--- src/rtl/maxpool_2x2_if.sv ---
// Handshake and memory-port bundle for the 2x2 max-pool stage.
// master = pooling block, slave = sequencer plus shared memory.
interface maxpool_2x2_if #(
  parameter int DW = 20,
  parameter int AW = 12
);
  logic          start;
  logic          busy;
  logic          done;
  logic          crd;
  logic [AW-1:0] caddr_rd;
  logic [DW-1:0] cdata_rd;
  logic          cwr;
  logic [AW-1:0] caddr_wr;
  logic [DW-1:0] cdata_wr;
  logic [2:0]    csel;

  modport master (
    input  start,
    input  cdata_rd,
    output busy,
    output done,
    output crd,
    output caddr_rd,
    output cwr,
    output caddr_wr,
    output cdata_wr,
    output csel
  );

  modport slave (
    output start,
    output cdata_rd,
    input  busy,
    input  done,
    input  crd,
    input  caddr_rd,
    input  cwr,
    input  caddr_wr,
    input  cdata_wr,
    input  csel
  );
endinterface

--- src/rtl/maxpool_2x2.sv ---
// 2x2 stride-2 max-pool from layer-0 into layer-1 memory, 6 cycles/window.
// Define MAXPOOL_RELU_EN to clamp negative samples to 0 before comparing.
module maxpool_2x2 #(
  parameter int         IMG_W  = 64,
  parameter int         DW     = 20,
  parameter int         AW     = 12,
  parameter logic [2:0] SEL_RD = 3'd1,
  parameter logic [2:0] SEL_WR = 3'd3
) (
  input logic          clk,
  input logic          reset,
  maxpool_2x2_if.master bus
);

  localparam int LW   = $clog2(IMG_W);
  localparam int HW   = IMG_W / 2;
  localparam int KW   = 2 * (LW - 1);
  localparam int NWIN = HW * HW;

  typedef enum logic [2:0] {
    IDLE,
    RD0,
    RD1,
    RD2,
    RD3,
    CAP,
    WR,
    DONE
  } state_t;

  state_t                state;
  logic [KW-1:0]         win;
  logic [KW-1:0]         win_nx;
  logic                  last;
  logic signed [DW-1:0]  mx;
  logic signed [DW-1:0]  samp;
  logic signed [DW-1:0]  pick;

  // Window k = {r, c}; pixel address = {2r+dy, 2c+dx}.
  function automatic logic [AW-1:0] rd_addr(
    input logic [KW-1:0] k,
    input logic          dy,
    input logic          dx
  );
    logic [2*LW-1:0] a;
    a = {k[KW-1:LW-1], dy, k[LW-2:0], dx};
    return AW'(a);
  endfunction

  always_comb begin
    samp = bus.cdata_rd;
`ifdef MAXPOOL_RELU_EN
    if (bus.cdata_rd[DW-1])
      samp = '0;
`endif
    pick = (samp > mx) ? samp : mx;
  end

  assign win_nx = win + KW'(1);
  assign last   = (win == KW'(NWIN - 1));

  always_ff @(posedge clk or posedge reset) begin
    if (reset) begin
      state        <= IDLE;
      win          <= '0;
      mx           <= '0;
      bus.busy     <= 1'b0;
      bus.done     <= 1'b0;
      bus.crd      <= 1'b0;
      bus.caddr_rd <= '0;
      bus.cwr      <= 1'b0;
      bus.caddr_wr <= '0;
      bus.cdata_wr <= '0;
      bus.csel     <= '0;
    end else begin
      unique case (state)
        IDLE: begin
          if (bus.start) begin
            state        <= RD0;
            bus.busy     <= 1'b1;
            bus.crd      <= 1'b1;
            bus.csel     <= SEL_RD;
            bus.caddr_rd <= rd_addr(win, 1'b0, 1'b0);
          end
        end
        RD0: begin
          state        <= RD1;
          bus.caddr_rd <= rd_addr(win, 1'b0, 1'b1);
        end
        RD1: begin
          state        <= RD2;
          mx           <= samp;
          bus.caddr_rd <= rd_addr(win, 1'b1, 1'b0);
        end
        RD2: begin
          state        <= RD3;
          mx           <= pick;
          bus.caddr_rd <= rd_addr(win, 1'b1, 1'b1);
        end
        RD3: begin
          state   <= CAP;
          mx      <= pick;
          bus.crd <= 1'b0;
        end
        CAP: begin
          state        <= WR;
          mx           <= pick;
          bus.cwr      <= 1'b1;
          bus.csel     <= SEL_WR;
          bus.caddr_wr <= AW'(win);
          bus.cdata_wr <= pick;
        end
        WR: begin
          bus.cwr <= 1'b0;
          if (last) begin
            state    <= DONE;
            win      <= '0;
            bus.busy <= 1'b0;
            bus.done <= 1'b1;
          end else begin
            state        <= RD0;
            win          <= win_nx;
            bus.crd      <= 1'b1;
            bus.csel     <= SEL_RD;
            bus.caddr_rd <= rd_addr(win_nx, 1'b0, 1'b0);
          end
        end
        DONE: begin
          state    <= IDLE;
          bus.done <= 1'b0;
        end
        default: state <= IDLE;
      endcase
    end
  end

  a_no_rd_wr: assert property (
    @(posedge clk) disable iff (reset) !(bus.crd && bus.cwr)
  );

endmodule

--- src/flat_wrapper.sv ---
// flat-port wrapper written by rule: the top's interface ports become plain ports
module maxpool_2x2_flat 
#(
  parameter int         IMG_W  = 64,
  parameter int         DW     = 20,
  parameter int         AW     = 12,
  parameter logic [2:0] SEL_RD = 3'd1,
  parameter logic [2:0] SEL_WR = 3'd3
)
  (clk, reset, bus_start, bus_cdata_rd, bus_busy, bus_done, bus_crd, bus_caddr_rd, bus_cwr, bus_caddr_wr, bus_cdata_wr, bus_csel);
  maxpool_2x2_if #(.DW(DW), .AW(AW)) bus_i ();
  input logic clk;
  input logic reset;
  input wire logic [$bits(bus_i.start)-1:0] bus_start;
  input wire logic [$bits(bus_i.cdata_rd)-1:0] bus_cdata_rd;
  output wire logic [$bits(bus_i.busy)-1:0] bus_busy;
  output wire logic [$bits(bus_i.done)-1:0] bus_done;
  output wire logic [$bits(bus_i.crd)-1:0] bus_crd;
  output wire logic [$bits(bus_i.caddr_rd)-1:0] bus_caddr_rd;
  output wire logic [$bits(bus_i.cwr)-1:0] bus_cwr;
  output wire logic [$bits(bus_i.caddr_wr)-1:0] bus_caddr_wr;
  output wire logic [$bits(bus_i.cdata_wr)-1:0] bus_cdata_wr;
  output wire logic [$bits(bus_i.csel)-1:0] bus_csel;
  assign bus_i.start = bus_start;
  assign bus_i.cdata_rd = bus_cdata_rd;
  assign bus_busy = bus_i.busy;
  assign bus_done = bus_i.done;
  assign bus_crd = bus_i.crd;
  assign bus_caddr_rd = bus_i.caddr_rd;
  assign bus_cwr = bus_i.cwr;
  assign bus_caddr_wr = bus_i.caddr_wr;
  assign bus_cdata_wr = bus_i.cdata_wr;
  assign bus_csel = bus_i.csel;
  maxpool_2x2 #(.IMG_W(IMG_W), .DW(DW), .AW(AW), .SEL_RD(SEL_RD), .SEL_WR(SEL_WR)) u_core (.clk(clk), .reset(reset), .bus(bus_i));
endmodule
--- config.mk ---
export PLATFORM = sky130hd
export DESIGN_NAME = maxpool_2x2_flat
export DESIGN_NICKNAME = d
export VERILOG_FILES = /design/src/rtl/maxpool_2x2_if.sv /design/src/rtl/maxpool_2x2.sv /design/src/flat_wrapper.sv
export SDC_FILE = /design/constraint.sdc
export NUM_CORES = 1
export LEC_CHECK = 0
export ABC_AREA = 1
export BUFFER_PORTS_ARGS = -buffer_cell sky130_fd_sc_hd__buf_2
export CORE_ASPECT_RATIO = 0.5
export CORE_UTILIZATION = 25
export CTS_BUF_LIST = sky130_fd_sc_hd__clkbuf_16
export DETAILED_ROUTE_END_ITERATION = 7
export GPL_ROUTABILITY_DRIVEN = 0
export PLACE_DENSITY = 0.49
export SYNTH_ARGS = -nofsm -noshare
export SYNTH_HDL_FRONTEND = slang
export SYNTH_SLANG_ARGS = --single-unit
--- constraint.sdc ---
create_clock -name clk -period 7.9 [get_ports clk]
set_input_delay 2.37 -clock clk [delete_from_list [all_inputs] [get_ports clk]]
set_output_delay 2.37 -clock clk [all_outputs]
set_load 0.02 [all_outputs]
After elaboration in Yosys (flattened, before gate mapping)
Index checks and enable logic that the tools add are counted.
{"block": "word_totals", "inputBits": 23, "out_inout_bits": 51, "elab_cells": 57, "reg_bits": 82}
{"block": "op_classes", "mux": 19, "n_eq_ne": 11, "reduce_logical": 14, "n_addsub": 1, "magnitude_cmp": 1}
{"op": "12-bit one-hot mux with 5 select lines", "n": 1}
{"op": "20-bit one-hot mux with 2 select lines", "n": 1}
{"op": "12-bit 2-to-1 mux", "n": 2}
{"op": "3-bit one-hot mux with 8 select lines", "n": 1}
{"op": "20-bit greater-than comparator", "n": 1}
{"op": "20-bit 2-to-1 mux", "n": 1}
{"op": "3-bit == test, second input constant", "n": 4}
{"op": "3-bit AND reduction", "n": 4}
{"op": "10-bit by 1-bit adder with 10-bit output, second input constant", "n": 1}
{"op": "10-bit == test, second input constant", "n": 1}
{"op": "10-bit 2-to-1 mux", "n": 1}
{"op": "3-bit 2-to-1 mux", "n": 3}
{"op": "3-bit one-hot mux with 3 select lines", "n": 1}
{"op": "2-bit nonzero test", "n": 4}
{"op": "3-bit by 2-bit == test with 1-bit output, second input constant", "n": 2}
{"op": "1-bit one-hot mux with 2 select lines", "n": 3}
{"op": "3-bit nonzero test", "n": 2}
{"op": "5-bit nonzero test", "n": 1}
{"op": "1-bit 2-to-1 mux", "n": 4}
{"op": "2-bit inequality test, second input constant", "n": 2}
{"op": "3-bit by 1-bit == test with 1-bit output, second input constant", "n": 1}
{"op": "3-bit zero test", "n": 1}
{"op": "1-bit one-hot mux with 3 select lines", "n": 1}
{"op": "3-bit OR reduction", "n": 1}
{"op": "2 further kinds", "n": 2}

Depth between registers and ports, before layout
Gate-level depths: netlist (run 1).
{"block": "logic_depth", "depth_word": 3, "depth_mapped": 18, "mapped_depth_nobuf": 17}

Worst setup path after synthesis (run 1)
Ideal clock, no wire load.
{"block": "synth_path", "path_type": "input port to flip-flop", "start": "input bus_cdata_rd[19]", "end": "register u_core.mx[10]", "arrival_ns": 3.867, "path_stages": 13, "n_path_buf": 1, "setup_slack_ns": 3.912, "required_time_ns": 7.779, "setup_time_ns": 0.121, "cell_sequence": "ha_1 nand2_1 inv_1 nand2_1 nand2_1 a21oi_1 nand3_1 nand2_1 nand3_4 buf_6 or2_1 nand3_1 nand2_1"}
{"block": "synth_between", "elab_chain_cells": 3}
{"element": "from (decl)", "line": "flat_wrapper.sv:15", "rtl": "input wire logic [$bits(bus_i.cdata_rd)-1:0] bus_cdata_rd;"}
{"element": "20-bit greater-than comparator", "line": "maxpool_2x2.sv:56", "rtl": "pick = (samp > mx) ? samp : mx;"}
{"element": "20-bit 2-to-1 mux", "line": "maxpool_2x2.sv:56"}
{"element": "20-bit one-hot mux with 2 select lines", "line": "maxpool_2x2.sv:76", "rtl": "unique case (state)"}
{"element": "to (signal assigned)", "line": "maxpool_2x2.sv:92", "rtl": "mx <= samp;"}
{"element": "to (signal assigned)", "line": "maxpool_2x2.sv:97", "rtl": "mx <= pick;"}
{"element": "to (signal assigned)", "line": "maxpool_2x2.sv:102", "rtl": "mx <= pick;"}
{"element": "to (decl)", "line": "maxpool_2x2.sv:35", "rtl": "logic signed [DW-1:0] mx;"}
No other way between the ends.
A chain may end at the register's enable or synchronous reset.

Worst setup path in the final report (run 1)
{"block": "layout_path", "start": "input bus_cdata_rd[19]", "end": "register u_core.mx[18]"}
Same word-level chain as after synthesis.

==> results of run 1 <==
==> stage by stage <==
stage	hold WS [ps]	cells	area, sq um	utilization [%]	setup slack, ps
after global routing	489	841	5130	30.9	3480
after CTS	470	841	5130	30.9	3680
final	467	841	5130	30.9	3660
after floorplan	469	545	4310	-	3450
after detailed placement	455	825	4870	29.3	3310
after global placement	448	825	4870	29.3	3410
==> state kept, by name (all words and copies together), names as in the netlist <==
signal               count
u_core.bus.busy          1
u_core.bus.caddr_rd     12
u_core.bus.caddr_wr     10
u_core.bus.cdata_wr     20
u_core.bus.crd           1
u_core.bus.csel          2
u_core.bus.cwr           1
u_core.bus.done          1
u_core.mx               20
u_core.state             3
u_core.win              10
==> cells by family (layout without fill, tap and decap cells) <==
family,after synthesis,after routing
buffers and inverters,84,153
adder cells (fa/ha/maj),21,21
other,1,3
flip-flops,81,81
XOR/XNOR,1,1
AND/OR/NAND/NOR,287,287
AO/OA/AOI/OAI,68,68
==> power by group <==
| group | total [uW] | leakage [uW] | internal [uW] | switching, uW |
|---|---|---|---|---|
| clock | 379 | 0.000126 | 209 | 170 |
| combinational | 489 | 0.00159 | 166 | 324 |
| sequential | 568 | 0.000982 | 509 | 58.4 |
==> per-layer routing <==
metal	routed length [microns]	vias to the layer above	part of all wire [%]	track usage [%]
met5	0	-	0	0
met4	153	0	1.4	4.40
met3	471	11	4.4	3.53
met2	4870	65	46	21.1
met1	5150	1707	48	15.3
li1	-	1887	-	-
==> worst max path at each step <==
stage	endpoint	startpoint	cells past startpoint	slack [ps]
after floorplan	u_core.bus.busy	reset	1	3450
after global placement	u_core.mx[15]	bus_cdata_rd[19]	13	3410
after detailed placement	u_core.mx[14]	bus_cdata_rd[19]	13	3310
after CTS	u_core.mx[18]	bus_cdata_rd[19]	13	3680
after global routing	u_core.mx[18]	bus_cdata_rd[19]	13	3480
final	u_core.mx[18]	bus_cdata_rd[19]	13	3660
==> placed cells by master, fill, tap and decap left out, types with 3 or more instances in the layout <==
cell type	instances
clkbuf_16	9
inv_1	61
nand3_1	50
ha_1	21
nand4_1	5
o21ai_0	29
nor2_1	24
or2_1	10
buf_4	5
conb_1	3
buf_2	70
clkinv_2	4
a21oi_1	9
nand2_1	180
dfrtp_1	81
nor3_1	3
a22oi_1	17
o22ai_1	8
or2_2	6
nor2_2	3
==> final cells by class <==
type,count,share of cell area [%]
sequential,81,39.5
multi-input combinational,380,37.7
tap,227,5.54
timing repair buffer,75,7.56
clock inverter,7,0.732
clock buffer,9,4.39
inverter,62,4.56
==> summary.txt, run 1 <==
Clock network
  – Post-CTS Hold Buffers: 0
  – Postcts setup bufs: 0
  – Total CTS buffers: 9
  – Clock slew at reported path FFs: 60 ps
  – CTS tree: yes
  – Clk_lat worst skew: 340 ps
  – H-tree Lvls: 3
  – Clk root buf: clkbuf_16
  – Post_cts resized: 0
  – CTS sink cnt: 81
  – Clk buf depth: 2

Run status
  – Status: completed

Synth
  – Ys flop type: dfrtp_1
  – Yosys warns: 0
  – Syn_area_per_cell: 7.92 sq um
  – Post-Synth Adder-Cell Area: 6.11%
  – Most common cell in the netlist: nand2_1
  – Synth area leader: dfrtp_1
  – Synth area leaders: dfrtp_1 (47%), nand2_1 (16%), ha_1 (6.1%)
  – Xor/xnor share of the synthesized area: 0.204%
  – EDFF count, synth: 0
  – Flip-flop and latch count after synthesis: 81
  – Async set or reset register ratio after synthesis: 100%
  – Syn Inst Count: 543
  – Largest family of logic cells by synthesized area: simple AND/OR/NAND/NOR gates
  – Netlist cell types: 32
  – Simple-Gate Fraction of Synth Area: 28.9%
  – Synth Area in Compound Gates: 9.48%
  – Sequential share of the synthesized area: 47.1%
  – Commonest cells in the netlist: nand2_1 (180), dfrtp_1 (81), inv_1 (62), nand3_1 (50), o21ai_0 (29)
  – Post-Syn Area: 4300 sq um
  – Share of synthesized area spent on multiplexers: 0%
  – Synth top area share: 47.1%

STA
  – Fin crit share: 53.7%
  – Minimum clock period: 4240 ps
  – RSZ-0062 raised after global routing: false
  – F_max: 236 MHz
  – Max_slew headroom: 40.3%
  – Final Hold Viols: 0
  – Clk_skew: 7.22 ps
  – Final TNS setup: 0 ps
  – Setup Viol. Count Final: 0
  – Worst Tran Pin Value: 895 ps
  – Slew Viols, Final: 0

GRT
  – Largest net degree at the start of global routing: 69
  – First-pass GRT wire length: 17.3 mm
  – Congestion Overflow GR: 0
  – Initial antenna violation count: 0
  – Total global-route track usage: 12.4%
  – Vias in the first global route: 3443

Floorplan
  – Die Ht: 94.8 microns
  – Die width: 188 microns
  – Initial Util: 25.9%
  – Top-level I/O count: 74
  – Placement row count: 33
  – Die area: 17800 sq um
  – Core ar.: 16600 sq um

Routing
  – Vias: 3670
  – Post-route ant nets: 0
  – Residual DRC: 0
  – TritonRoute pass-1 iters: 4
  – DRT Wirelength: 10.6 mm
  – Vias per inst: 4.36
  – Initial DRC count: 182
  – Per-cell routed wire length: 12.7 microns

Setup path
  – CP delay by family, top: simple AND/OR/NAND/NOR gates
  – CP Data Required Time: 8130 ps
  – Worst-path cell chain: buf_2, ha_1, nand2_1, inv_1, nand2_1, nand2_1, a21oi_1, nand3_1, nand2_1, nand3_4, or2_2, nand3_1, nand2_1
  – Most used cell, CP: nand2_1
  – Crit path max fanout: 35
  – Critical path buffers and inverters: 2
  – FF-to-FF setup slack: 5400 ps
  – Critical R2R Launch: u_core.mx[19]
  – Worst r2r dst: u_core.mx[18]
  – Reg2Reg Depth: 13
  – Crit path DAT: 4470 ps
  – Setup CP Type: primary input to flip-flop
  – Crit. End Element: flip-flop
  – Crit start category: primary input
  – CP max stage delay: 420 ps
  – CP max stage cell: or2_2

Min path
  – Worst hold path endpoint: u_core.bus.csel[0]
  – Worst Hold Class: flip-flop to flip-flop
  – Worst hold start: u_core.bus.csel[0]
  – Worst hold path depth: 1

Cells and area
  – Layout cells sized above 1: 16.9%
  – Fin nets: 653
  – Area delta synth->final: 19.2%
  – Register area: 2030 sq um
  – Antenna cells: 0
  – Fill cells: 1787
  – Multi-input logic area: 1930 sq um

Power and ir drop
  – VDD IR max: 0.000108 V
  – Total power: 1440 uW
  – Power per cell area: 280 nW/um^2
  – Leak: 0.00269 uW

Place
  – PortBufs: 70
  – Hpwl dp: 7.37 mm

Flow run
  – Max cap viols: 0
Note: power is estimated with default switching activity, not from simulation.
==> run 2, diff against run 1 <==
Settings changed: ABC_AREA 1 to 0.
Clock period 7.9 ns to 4.1 ns, I/O delays scaled along.
==> summary.txt, run 2 <==
Routing
  – Vias per inst: 4.27
  – Residual DRC: 0
  – Post-route ant nets: 0
  – TritonRoute pass-1 iters: 4
  – DRT Wirelength: 8.91 mm
  – Vias: 2877
  – Initial DRC count: 101
  – Per-cell routed wire length: 13.2 microns

Floorplan
  – Die width: 183 microns
  – Core ar.: 15700 sq um
  – Placement row count: 32
  – Die area: 16900 sq um
  – Initial Util: 26.1%
  – Top-level I/O count: 74
  – Die Ht: 92.5 microns

Synth
  – Syn_area_per_cell: 10.9 sq um
  – Sequential share of the synthesized area: 49.5%
  – Netlist cell types: 43
  – Ys flop type: dfrtp_1
  – Commonest cells in the netlist: dfrtp_1 (81), nand2_1 (42), o21ai_1 (27), inv_1 (26)
  – Async set or reset register ratio after synthesis: 100%
  – Post-Syn Area: 4090 sq um
  – Yosys warns: 0
  – Synth top area share: 49.5%
  – Syn Inst Count: 377
  – EDFF count, synth: 0
  – Most common cell in the netlist: dfrtp_1
  – Synth area leader: dfrtp_1
  – Synth area leaders: dfrtp_1 (50%), mux2_4 (7.3%), ha_1 (6.4%)
  – Flip-flop and latch count after synthesis: 81

Cells and area
  – Leading cell types in the layout, fill and taps excluded: dfrtp_1 (81), buf_2 (70), nand2_1 (42), o21ai_1 (27), inv_1 (25)
  – Fill cells: 1623
  – Fin nets: 491
  – Layout Cells excl Fill: 674
  – Layout cells sized above 1: 27.0%
  – Finished Core Util: 31.8%
  – Most common cell after layout, fill and taps aside: dfrtp_1
  – Area delta synth->final: 22.1%
  – Top Registers: u_core.bus.cdata_wr: 20 flops, u_core.mx: 20 flops, u_core.bus.caddr_rd: 12 flops

STA
  – Minimum clock period: 3450 ps
  – RSZ-0062 raised after global routing: false
  – Fin crit share: 84.1%
  – Worst Tran Pin Value: 820 ps
  – Final Hold Viols: 0
  – Clk_skew: 11.9 ps
  – Max_slew headroom: 45.3%
  – Slew Viols, Final: 0
  – Final TNS setup: 0 ps
  – Setup Viol. Count Final: 0
  – F_max: 290 MHz

Setup path
  – FF-to-FF setup slack: 1260 ps
  – Crit path DAT: 3670 ps
  – Crit. End Element: flip-flop
  – Critical R2R Launch: u_core.mx[15]
  – Setup CP Type: primary input to flip-flop
  – CP Data Required Time: 4320 ps
  – Crit start category: primary input
  – Worst r2r dst: u_core.mx[3]
  – Reg2Reg Depth: 10
  – Crit path max fanout: 11
  – CP startpoint: bus_cdata_rd[19]

Power and ir drop
  – Switching fraction of total power: 39.5%
  – Leak: 0.00248 uW
  – Combinational share of power: 44.9%
  – Clock Power Share: 20.9%
  – Power Internal: 2390 uW
  – Psw: 1560 uW
  – Power per cell area: 791 nW/um^2
  – VDD IR max: 0.000426 V
  – Part of the power in registers: 34.1%

Clock network
  – Clk root buf: clkbuf_16
  – Total CTS buffers: 9
  – Post-CTS Hold Buffers: 0
  – Post_cts resized: 0
  – CTS tree: yes
  – Clk_lat worst skew: 340 ps
  – H-tree Lvls: 3
  – CTS sink cnt: 81
  – Clk buf depth: 2
  – Postcts setup bufs: 0
  – Clock slew at reported path FFs: 70 ps

Place
  – Placed Instances: 657
  – PortBufs: 70
  – Hpwl dp: 6.50 mm

Min path
  – Worst hold start: u_core.bus.csel[0]
  – Worst hold path endpoint: u_core.bus.csel[0]
  – Worst Hold Class: flip-flop to flip-flop
  – Worst hold path depth: 1

Flow run
  – Max cap viols: 0

GRT
  – Total global-route track usage: 11.1%
  – Initial antenna violation count: 1
  – Vias in the first global route: 2853
  – First-pass GRT wire length: 14.8 mm
  – Congestion Overflow GR: 0
  – Largest net degree at the start of global routing: 45

Run status
  – Status: completed
[run 2: changes by cell type after synthesis, sizes merged, moves of 12 or more]
cell	before	now
nand2	182	42
nand3	51	9
inv	62	28
mux2	0	34
mux2i	0	20
a22oi	17	1
or2	16	0
a21oi	9	21
[run 2: kinds of logic after synthesis]
group,Yosys count,synth area share (%)
mux,54,16.1
other cells,1,0.0917
flops,81,49.5
buf+inv,48,5.23
compound gates,73,10.7
fa+ha+maj,21,6.42
xor+xnor,8,1.71
simple gates,91,10.2
[run 2: through the flow]
stage / hold slack (ps) / worst slack, ps / power (uW) / cell area, sq um
after floorplan: 476 / 624 / 2710 / 4100
after global routing: 488 / 517 / 4270 / 4990
after global placement: 467 / 360 / 3150 / 4690
after CTS: 484 / 644 / 4010 / 4990
after detailed placement: 465 / 299 / 3170 / 4690
final: 480 / 652 / 3950 / 5000
[run 2: layout make-up]
type / count / area [sq um] / share of cell area, %
clock buffers: 9 / 225 / 4.51
multi-input cells: 250 / 1870 / 37.3
flip-flops and latches: 81 / 2030 / 40.6
diodes: 1 / 2.50 / 0.0501
inverters: 28 / 106 / 2.13
clock inverters: 7 / 77.6 / 1.55
repair buffers: 77 / 415 / 8.31
well taps: 221 / 277 / 5.53
[run 2: worst max path at each step]
stage | to | cells past startpoint
after floorplan | u_core.mx[0] | 9
after global placement | u_core.mx[6] | 10
after detailed placement | u_core.mx[2] | 10
after CTS | u_core.mx[8] | 10
after global routing | u_core.mx[2] | 10
final | u_core.mx[3] | 10
[run 2: power by group through the flow]
stage | Sequential [uW] | Clock [uW] | Combinational [uW]
6_report | 1350 | 828 | 1780
5_1_grt | 1400 | 887 | 1980
4_1_cts | 1350 | 852 | 1810
3_5_place_dp | 1360 | 0 | 1810
3_3_place_gp | 1360 | 0 | 1780
2_1_floorplan | 1480 | 0 | 1230
[run 2: critical path, cell delays in order]
cell     delay (ps)
buf_2           120
ha_1            340
nand4_2         150
or4_1           570
a21o_1          200
a41oi_2         220
nor2_2           90
o21ai_2         160
buf_4           260
mux2_4          320
[run 2: layer usage]
metal  global-route usage, %  part of all wire [%]
met1                    15.7                    52
met2                    16.4                    43
met3                    3.19                   4.1
met4                    3.33                   1.0
met5                       0                     0
==> run 3, diff against run 2 <==
Clock period 4.1 ns to 3.2 ns, I/O delays scaled along.
==> summary.txt, run 3 (synthesis results as in run 2) <==
Setup path
  – Crit path max fanout: 7
  – Worst r2r dst: u_core.mx[11]
  – Setup CP Type: primary input to flip-flop
  – Reg2Reg Depth: 11
  – CP Data Required Time: 3420 ps
  – Critical R2R Launch: u_core.mx[14]
  – FF-to-FF setup slack: 390 ps
  – Crit start category: primary input
  – Crit. End Element: flip-flop
  – Crit path DAT: 3350 ps

Clock network
  – CTS tree: yes
  – Clock slew at reported path FFs: 60 ps
  – CTS sink cnt: 81
  – Clk_lat worst skew: 340 ps
  – Post-CTS Hold Buffers: 0
  – Clk buf depth: 2
  – Total CTS buffers: 9
  – H-tree Lvls: 3
  – Clk root buf: clkbuf_16

STA
  – Worst Tran Pin Value: 691 ps
  – Slew Viols, Final: 0
  – RSZ-0062 raised after global routing: false
  – F_max: 320 MHz
  – Clk_skew: 7.15 ps
  – Hold Slack: 479 ps
  – Fin crit share: 97.5%
  – Final Hold Viols: 0
  – Setup Viol. Count Final: 0
  – Max_slew headroom: 53.9%
  – Minimum clock period: 3120 ps

Cells and area
  – Fin nets: 519
  – Area delta synth->final: 27.7%
  – Layout Cells excl Fill: 701
  – Fill cells: 1622
  – Leading cell types in the layout, fill and taps excluded: dfrtp_1 (81), buf_2 (70), nand2_1 (42), buf_4 (30), o21ai_1 (28)
  – Most common cell after layout, fill and taps aside: dfrtp_1
  – Antenna cells: 0
  – Layout cells sized above 1: 31.5%
  – Top Registers: u_core.bus.cdata_wr: 20 flops, u_core.mx: 20 flops, u_core.bus.caddr_rd: 12 flops

Flow run
  – Max cap viols: 0

GRT
  – Initial antenna violation count: 0
  – Vias in the first global route: 2961
  – First-pass GRT wire length: 15.2 mm
  – Largest net degree at the start of global routing: 39
  – Total global-route track usage: 11.7%
  – Congestion Overflow GR: 0

Min path
  – Worst hold path depth: 1
  – Worst Hold Class: flip-flop to flip-flop
  – Worst hold start: u_core.bus.csel[0]
  – Worst hold path endpoint: u_core.bus.csel[0]

Floorplan
  – Die area: 16900 sq um
  – Core ar.: 15700 sq um
  – Initial Util: 26.1%
  – Die width: 183 microns
  – Placement row count: 32
  – Die Ht: 92.5 microns
  – Top-level I/O count: 74

Power and ir drop
  – Power per cell area: 992 nW/um^2
  – Leak: 0.00262 uW
  – VDD IR max: 0.000316 V

Routing
  – Vias: 2998
  – Residual DRC: 0
  – Per-cell routed wire length: 13.2 microns
  – TritonRoute pass-1 iters: 4
  – Post-route ant nets: 0
  – Initial DRC count: 106
  – Vias per inst: 4.28
  – DRT Wirelength: 9.27 mm

Place
  – Placed Instances: 684
  – PortBufs: 70
  – Hpwl dp: 6.82 mm

Run status
  – Status: completed
run 3: timing repair:
| item | 4_1_cts | 5_1_grt |
|---|---|---|
| setup endpoints to repair | 0 | 40 |
| resized for setup | 0 | 7 |
| buffers inserted | 0 | 1 |
run 3: worst max-delay path, stage by stage:
cell,delay [ps]
buf_2,110
ha_1,290
nand4_1,180
or4_4,560
a21o_1,190
a41oi_2,220
buf_4,160
o31ai_4,50
o21ai_2,120
buf_6,190
mux2_4,310
run 3: area by class of cell:
| cell class | instances | area (sq um) | area share, % |
|---|---|---|---|
| clock buffer | 9 | 225 | 4.31 |
| sequential | 81 | 2030 | 38.8 |
| timing repair buffer | 105 | 641 | 12.3 |
| inverter | 28 | 106 | 2.03 |
| clock inverter | 7 | 62.6 | 1.20 |
| multi-input combinational | 250 | 1890 | 36.1 |
| tap | 221 | 277 | 5.29 |
run 3: stage by stage:
stage	instance area (sq um)	util [%]	total power, uW	setup TNS, ps	worst slack [ps]
floorplan	4110	-	3480	0	3.12
global placement	4910	31.3	4150	-10550	-300
detailed placement	4910	31.3	4180	-12310	-330
CTS	5190	33.1	5230	0	32.6
global route	5230	33.3	5590	0	9.19
finish	5230	33.3	5190	0	78.6
run 3: power by group:
part / internal (uW) / leakage [uW] / total (uW) / switching (uW)
Clock: 596 / 0.000140 / 1020 / 422
Combinational: 1170 / 0.00147 / 2430 / 1270
Sequential: 1410 / 0.00101 / 1740 / 326
Total: 3170 / 0.00262 / 5190 / 2010
run 3: worst max-delay path by stage:
stage               slack (ps)                     end        startpoint  cells past startpoint
floorplan                    3            u_core.mx[0]  bus_cdata_rd[15]                      9
global placement          -300  u_core.bus.cdata_wr[7]  bus_cdata_rd[14]                     10
detailed placement        -330  u_core.bus.cdata_wr[7]  bus_cdata_rd[14]                     10
CTS                         30           u_core.mx[11]  bus_cdata_rd[14]                     11
global route                 9            u_core.mx[5]  bus_cdata_rd[13]                     11
finish                      80           u_core.mx[11]  bus_cdata_rd[15]                     11
run 3: routing by layer:
metal  share of wire [%]  vias up  routed length (microns)  global-route usage [%]
li1                    -     1502                        -                       -
met1                  49     1443                     4530                    15.2
met2                  46       42                     4300                    18.5
met3                 3.6       11                      334                    3.74
met4                 1.1        0                      105                    3.75
met5                   0        -                        0                       0
